==> src/rtl/i2c_reg_sequencer.sv <==
// i2c_reg_sequencer: turns one register write/read command into the byte-level handshakes of i2c_controller.
// Latency: bound by I2C bus time; rsp_valid pulses one cycle after the controller returns to idle (or on abort).
// Backpressure: cmd_ready is high only in IDLE; cmd_valid while busy is ignored. Optional watchdog: define SEQ_TIMEOUT_EN.
module i2c_reg_sequencer #(
    parameter int TIMEOUT_CYCLES = 1_000_000
) (
    input  logic        clk,
    input  logic        rst,
    input  logic        cmd_valid,
    output logic        cmd_ready,
    input  logic        cmd_rw,
    input  logic [6:0]  cmd_dev,
    input  logic [7:0]  cmd_reg,
    input  logic [7:0]  cmd_wdata,
    input  logic [1:0]  cmd_len,
    output logic        rsp_valid,
    output logic [31:0] rsp_data,
    output logic [1:0]  rsp_err,
    output logic [6:0]  i2c_addr,
    output logic [7:0]  i2c_data,
    output logic        i2c_enable,
    output logic        i2c_rw,
    input  logic        i2c_ready,
    input  logic        i2c_write_done,
    input  logic        i2c_data_rdy,
    input  logic [7:0]  i2c_rdata
);

    typedef enum logic [3:0] {
        S_IDLE,
        S_ARM,
        S_LAUNCH,
        S_REG,
        S_WDAT,
        S_RSTRT,
        S_RDAT,
        S_DRAIN,
        S_DONE
    } state_t;

    localparam logic [1:0] ERR_OK   = 2'b00;
    localparam logic [1:0] ERR_NACK = 2'b01;
    localparam logic [1:0] ERR_TO   = 2'b10;

    state_t      state;
    logic        rw_q;
    logic [6:0]  dev_q;
    logic [7:0]  reg_q;
    logic [7:0]  wdata_q;
    logic [1:0]  len_q;
    logic [1:0]  idx;
    logic        rstrt_seen;
    logic        wdog_hit;

    // A watchdog limit of zero would fire before the controller could ever respond.
    if (TIMEOUT_CYCLES < 1) begin : g_timeout_check
        $error("TIMEOUT_CYCLES must be at least 1");
    end

`ifdef SEQ_TIMEOUT_EN
    logic [31:0] wdog;
    logic        step;
    logic        counting;

    assign counting = (state != S_IDLE) && (state != S_DONE);

    // Step: the FSM leaves its current state this cycle (mirrors the transition conditions below).
    always_comb begin
        step = 1'b0;
        case (state)
            S_ARM, S_DRAIN: step = i2c_ready;
            S_LAUNCH:       step = !i2c_ready;
            S_REG, S_WDAT:  step = i2c_write_done || i2c_ready;
            S_RSTRT:        step = rstrt_seen && !i2c_ready;
            S_RDAT:         step = i2c_data_rdy || i2c_ready;
            default:        step = 1'b0;
        endcase
    end

    assign wdog_hit = counting && !step && !i2c_write_done && !i2c_data_rdy
                      && (wdog == 32'(TIMEOUT_CYCLES));

    // Watchdog: counts busy cycles, restarts on any controller progress or state change.
    always_ff @(posedge clk) begin
        if (rst || !counting || step || i2c_write_done || i2c_data_rdy) begin
            wdog <= '0;
        end else begin
            wdog <= wdog + 32'd1;
        end
    end
`else
    assign wdog_hit = 1'b0;
`endif

    // Main sequencer: walks the controller through address, register byte, then write data or repeated-start read.
    always_ff @(posedge clk) begin
        if (rst) begin
            state      <= S_IDLE;
            cmd_ready  <= 1'b1;
            rsp_valid  <= 1'b0;
            rsp_data   <= '0;
            rsp_err    <= ERR_OK;
            i2c_enable <= 1'b0;
            i2c_rw     <= 1'b0;
            i2c_addr   <= '0;
            i2c_data   <= '0;
            idx        <= '0;
            rstrt_seen <= 1'b0;
            rw_q       <= 1'b0;
            dev_q      <= '0;
            reg_q      <= '0;
            wdata_q    <= '0;
            len_q      <= '0;
        end else begin
            rsp_valid <= 1'b0;
            case (state)
                S_IDLE: begin
                    if (cmd_valid && cmd_ready) begin
                        rw_q      <= cmd_rw;
                        dev_q     <= cmd_dev;
                        reg_q     <= cmd_reg;
                        wdata_q   <= cmd_wdata;
                        len_q     <= cmd_len;
                        rsp_data  <= '0;
                        rsp_err   <= ERR_OK;
                        idx       <= '0;
                        cmd_ready <= 1'b0;
                        state     <= S_ARM;
                    end
                end
                S_ARM: begin
                    if (i2c_ready) begin
                        i2c_addr   <= dev_q;
                        i2c_rw     <= 1'b0;
                        i2c_data   <= reg_q;
                        i2c_enable <= 1'b1;
                        state      <= S_LAUNCH;
                    end
                end
                S_LAUNCH: begin
                    if (!i2c_ready) begin
                        state <= S_REG;
                    end
                end
                S_REG: begin
                    // A pulse coinciding with ready still counts as a transferred byte.
                    if (i2c_write_done) begin
                        if (rw_q) begin
                            i2c_rw     <= 1'b1;
                            rstrt_seen <= 1'b0;
                            state      <= S_RSTRT;
                        end else begin
                            i2c_data <= wdata_q;
                            state    <= S_WDAT;
                        end
                    end else if (i2c_ready) begin
                        i2c_enable <= 1'b0;
                        rsp_err    <= ERR_NACK;
                        rsp_valid  <= 1'b1;
                        state      <= S_DONE;
                    end
                end
                S_WDAT: begin
                    if (i2c_write_done) begin
                        i2c_enable <= 1'b0;
                        state      <= S_DRAIN;
                    end else if (i2c_ready) begin
                        i2c_enable <= 1'b0;
                        rsp_err    <= ERR_NACK;
                        rsp_valid  <= 1'b1;
                        state      <= S_DONE;
                    end
                end
                S_RSTRT: begin
                    // Ready high here is the controller passing through idle for the repeated start.
                    if (i2c_ready) begin
                        rstrt_seen <= 1'b1;
                    end else if (rstrt_seen) begin
                        state <= S_RDAT;
                    end
                end
                S_RDAT: begin
                    if (i2c_data_rdy) begin
                        rsp_data[{idx, 3'b000} +: 8] <= i2c_rdata;
                        idx <= idx + 2'd1;
                        if (idx == len_q) begin
                            i2c_enable <= 1'b0;
                            state      <= S_DRAIN;
                        end
                    end else if (i2c_ready) begin
                        i2c_enable <= 1'b0;
                        rsp_err    <= ERR_NACK;
                        rsp_valid  <= 1'b1;
                        state      <= S_DONE;
                    end
                end
                S_DRAIN: begin
                    if (i2c_ready) begin
                        rsp_valid <= 1'b1;
                        state     <= S_DONE;
                    end
                end
                S_DONE: begin
                    i2c_rw    <= 1'b0;
                    cmd_ready <= 1'b1;
                    state     <= S_IDLE;
                end
                default: begin
                    i2c_enable <= 1'b0;
                    cmd_ready  <= 1'b1;
                    state      <= S_IDLE;
                end
            endcase
            // Watchdog abort overrides whatever the current state decided this cycle.
            if (wdog_hit) begin
                i2c_enable <= 1'b0;
                rsp_err    <= ERR_TO;
                rsp_valid  <= 1'b1;
                state      <= S_DONE;
            end
        end
    end

endmodule

==> config.mk <==
export PLATFORM = sky130hd
export DESIGN_NAME = i2c_reg_sequencer
export DESIGN_NICKNAME = d
export VERILOG_FILES = /design/src/rtl/i2c_reg_sequencer.sv
export SDC_FILE = /design/constraint.sdc
export NUM_CORES = 1
export LEC_CHECK = 0
export ABC_AREA = 1
export ABC_CLOCK_PERIOD_IN_PS = 2000
export BUFFER_PORTS_ARGS = -buffer_cell sky130_fd_sc_hd__buf_2
export CORE_MARGIN = 2
export CORE_UTILIZATION = 35
export CTS_CLUSTER_SIZE = 20
export DETAILED_ROUTE_END_ITERATION = 8
export GPL_TIMING_DRIVEN = 0
export PLACE_DENSITY = 0.54
export SYNTH_ARGS = -nofsm -noshare
export SYNTH_HDL_FRONTEND = slang
export SYNTH_SLANG_ARGS = --single-unit
==> constraint.sdc <==
create_clock -name clk -period 2 [get_ports clk]
set_input_delay 0.1 -clock clk [delete_from_list [all_inputs] [get_ports clk]]
set_output_delay 0.1 -clock clk [all_outputs]
set_load 0.03 [all_outputs]
==> results.py <==
metrics = {
    "clocking": {
        "clk_path_buf_depth": 2,
        "clk_pin_slew_worst_paths_ps": 80,
        "root_buffer": "clkbuf_8",
        "cts_hold_buf": 0,
        "cts_buffers": 9,
        "insertion_delay_ps": 350,
        "htreeDepth": 3,
        "cts.sinks": 85,
        "tritoncts": "yes",
    },
    "synthesis": {
        "yosys.area_share.simple_pct": 26.7,
        "yosys-top-cells-count": "97 x nor2_1, 85 x dfxtp_1, 79 x nand2_1",
        "ys_warn_count": 0,
        "async_flop_share_pct": 0,
        "synth_flop_cell": "dfxtp_1",
        "synthXorXnorAreaFrac_pct": 0,
        "synthMuxAreaShare_pct": 0,
        "netlist_area_sq_mm": 0.00389,
        "syn_area_per_cell_sq_um": 7.01,
        "synth_adder_area_share_pct": 1.61,
        "synth_seq_cells": 85,
        "yosysTopAreaCell": "dfxtp_1",
        "syn_nets": 601,
        "synth_top_area_share_pct": 43.7,
        "synthDistinctLibCells": 32,
        "synth-edff-count": 0,
        "yosysMostFrequentCell": "nor2_1",
        "synthesis.instances": 556,
        "synth_compound_area_share_pct": 18.8,
        "yosys-top-cells-area": "dfxtp_1 44%, nor2_1 9.3%, o21ai_0 9.1%",
        "synth_top_family_by_area": "simple AND/OR/NAND/NOR gates",
        "yosysSeqAreaShare_pct": 43.7,
    },
    "worst_setup_path": {
        "cpMostUsedCell": "nor2_1",
        "slowest_stage": "dfxtp_1",
        "cp_top_family": "simple AND/OR/NAND/NOR gates",
        "crit_arrival_ps": 2100,
        "r2r-start": "idx[0]$_SDFFE_PP0P_",
        "crit_buf_inv": 1,
        "critPathLaunchType": "flip-flop",
        "cp-startpoint": "idx[0]$_SDFFE_PP0P_",
        "crit_required_ps": 2290,
        "critPathMaxStageDelay_ps": 430,
        "critPathKind": "reg2reg",
        "critical_path.max_fanout": 6,
        "end_kind": "flip-flop",
        "crit_chain": "inv_1, ha_2, or2_2, nor2_1, nand2_1, nor2_1, o21ai_0, nor2_1",
    },
    "die": {
        "core_sq_mm": 0.0108,
        "initial_utilization_pct": 35.9,
        "top_level_ports": 93,
        "die_w_microns": 109,
        "dieArea_sq_mm": 0.0120,
        "die_h_microns": 109,
        "row_count": 38,
    },
    "timing": {
        "worst_slew_pin_slew_ps": 516,
        "finalHoldViolCount": 0,
        "whs_ps": 19.2,
        "fin_crit_sh_pct": 90.2,
        "rsz0062_at_grt": "no",
        "clock.fmax_mhz": 555,
        "setup_tns_ps": 0,
        "min_period_ps": 1800,
        "max_slew_margin_pct": 65.6,
        "slew_violations": 0,
        "fin_worst_skew_ps": 3.25,
        "setup_viol": 0,
    },
    "placement": {
        "place_hpwl_microns": 8120,
        "dp.cells": 785,
        "routabilityCongestion": 0.862,
        "place_area_sq_mm": 0.00452,
        "io_buffers": 89,
    },
    "global_routing": {
        "grt_usage_pct": 18.3,
        "grt_overflow": 0,
        "antenna_found_initial": 0,
        "grt_pass1_wl_microns": 17100,
        "grt_pass1_vias": 3553,
        "grt_max_degree": 15,
    },
    "final_layout": {
        "final_util_pct": 43.7,
        "final_area_sq_mm": 0.00473,
        "layout-area-overhead-vs-synth_pct": 21.6,
        "antenna_cells": 0,
        "drive_gt1_share_pct": 21.3,
        "final_cells": 803,
        "nets": 703,
    },
    "worst_hold_path": {
        "hold_class": "in2reg",
        "min_from": "cmd_reg[6]",
    },
    "run": {
        "maxCapViolations": 0,
    },
    "routing": {
        "vias": 3796,
        "drtPass1Iterations": 4,
        "viasPerCell": 4.73,
        "final_antenna_net_count": 0,
        "drt_wl_total_microns": 10500,
        "drtIter0Drc": 157,
        "drc_errors": 0,
        "wl_per_cell_microns": 13.1,
    },
    "pwr": {
        "power.density_mw_per_mm2": 1390,
        "peakVddDrop_mv": 0.668,
        "cellLeakagePower_uw": 0.00214,
    },
    "run_status": {
        "status": "complete, no violations",
    },
}
[cell families after synthesis]
group           Yosys count
compound gates          141
fa+ha+maj                 5
buf+inv                  89
flops                    85
other cells               1
simple gates            235
[report_power, final]
part,switching [uW],total (uW),internal [uW]
sequential,233,2410,2170
combinational,2050,2940,886
clock,620,1230,609
[final cells by class]
cell class	count	area, sq um
plain buffers	25	114
clock buffers	10	138
clock inverters	6	61.3
fillers	1192	6110
inverters	64	241
multi-input cells	382	1840
flip-flops and latches	85	1700
well taps	140	175
repair buffers	91	460
[placed cells by master (no fill, tap or decap), types with 5 or more instances in the layout]
cell type and n:
nor2_1 96, buf_2 93, dfxtp_1 85, nand2_1 79, o21ai_0 71, inv_1 56
a21oi_1 54, nand3_1 27, clkbuf_1 17, clkbuf_8 10, o21ai_1 9, inv_2 7
nand4_1 7, nor3_1 6, nor2_4 5, nand2_2 5
[final timing paths]
kind	endpoint	slack, ps	depth (start not counted)
max reg2reg	rsp_data[4]$_SDFFE_PP0P_	200	8
max	rsp_data[4]$_SDFFE_PP0P_	200	8
min reg2reg	dev_q[5]$_SDFFE_PP0P_	450	2
min	reg_q[6]$_SDFFE_PP0P_	20	3
[sequential cells by signal, summed over array words and instances, names as in the netlist, 4 cells and up]
signal    flops
i2c_addr      7
state         4
wdata_q       8
reg_q         8
rsp_data     32
dev_q         7
i2c_data      8
[through the flow]
stage	setup WS (ps)	power [uW]
final	197	6580
after global routing	16.5	7120
after CTS	128	6630
after detailed placement	152	5380
after global placement	155	5360
after floorplan	378	4600
[worst reg2reg max path: stages, from the launching register on]
cell and delay, ps:
dfxtp_1 430, inv_1 140, ha_2 350, or2_2 310, nor2_1 90, nand2_1 120, nor2_1 110, o21ai_0 90
nor2_1 100
[routing by layer]
metal	vias up	routed length (microns)	track usage [%]
li1	2009	-	-
met1	1683	5200	25.2
met2	91	4600	28.5
met3	13	547	3.79
met4	0	166	6.42
met5	-	0	0
[what timing repair did]
action | CTS | global route
gates resized for setup | 0 | 2
hold endpoints to repair | 0 | 0
buffers inserted | 0 | 2
endpoints found under the setup margin | 0 | 15
Power figures use the tool's default switching activity.
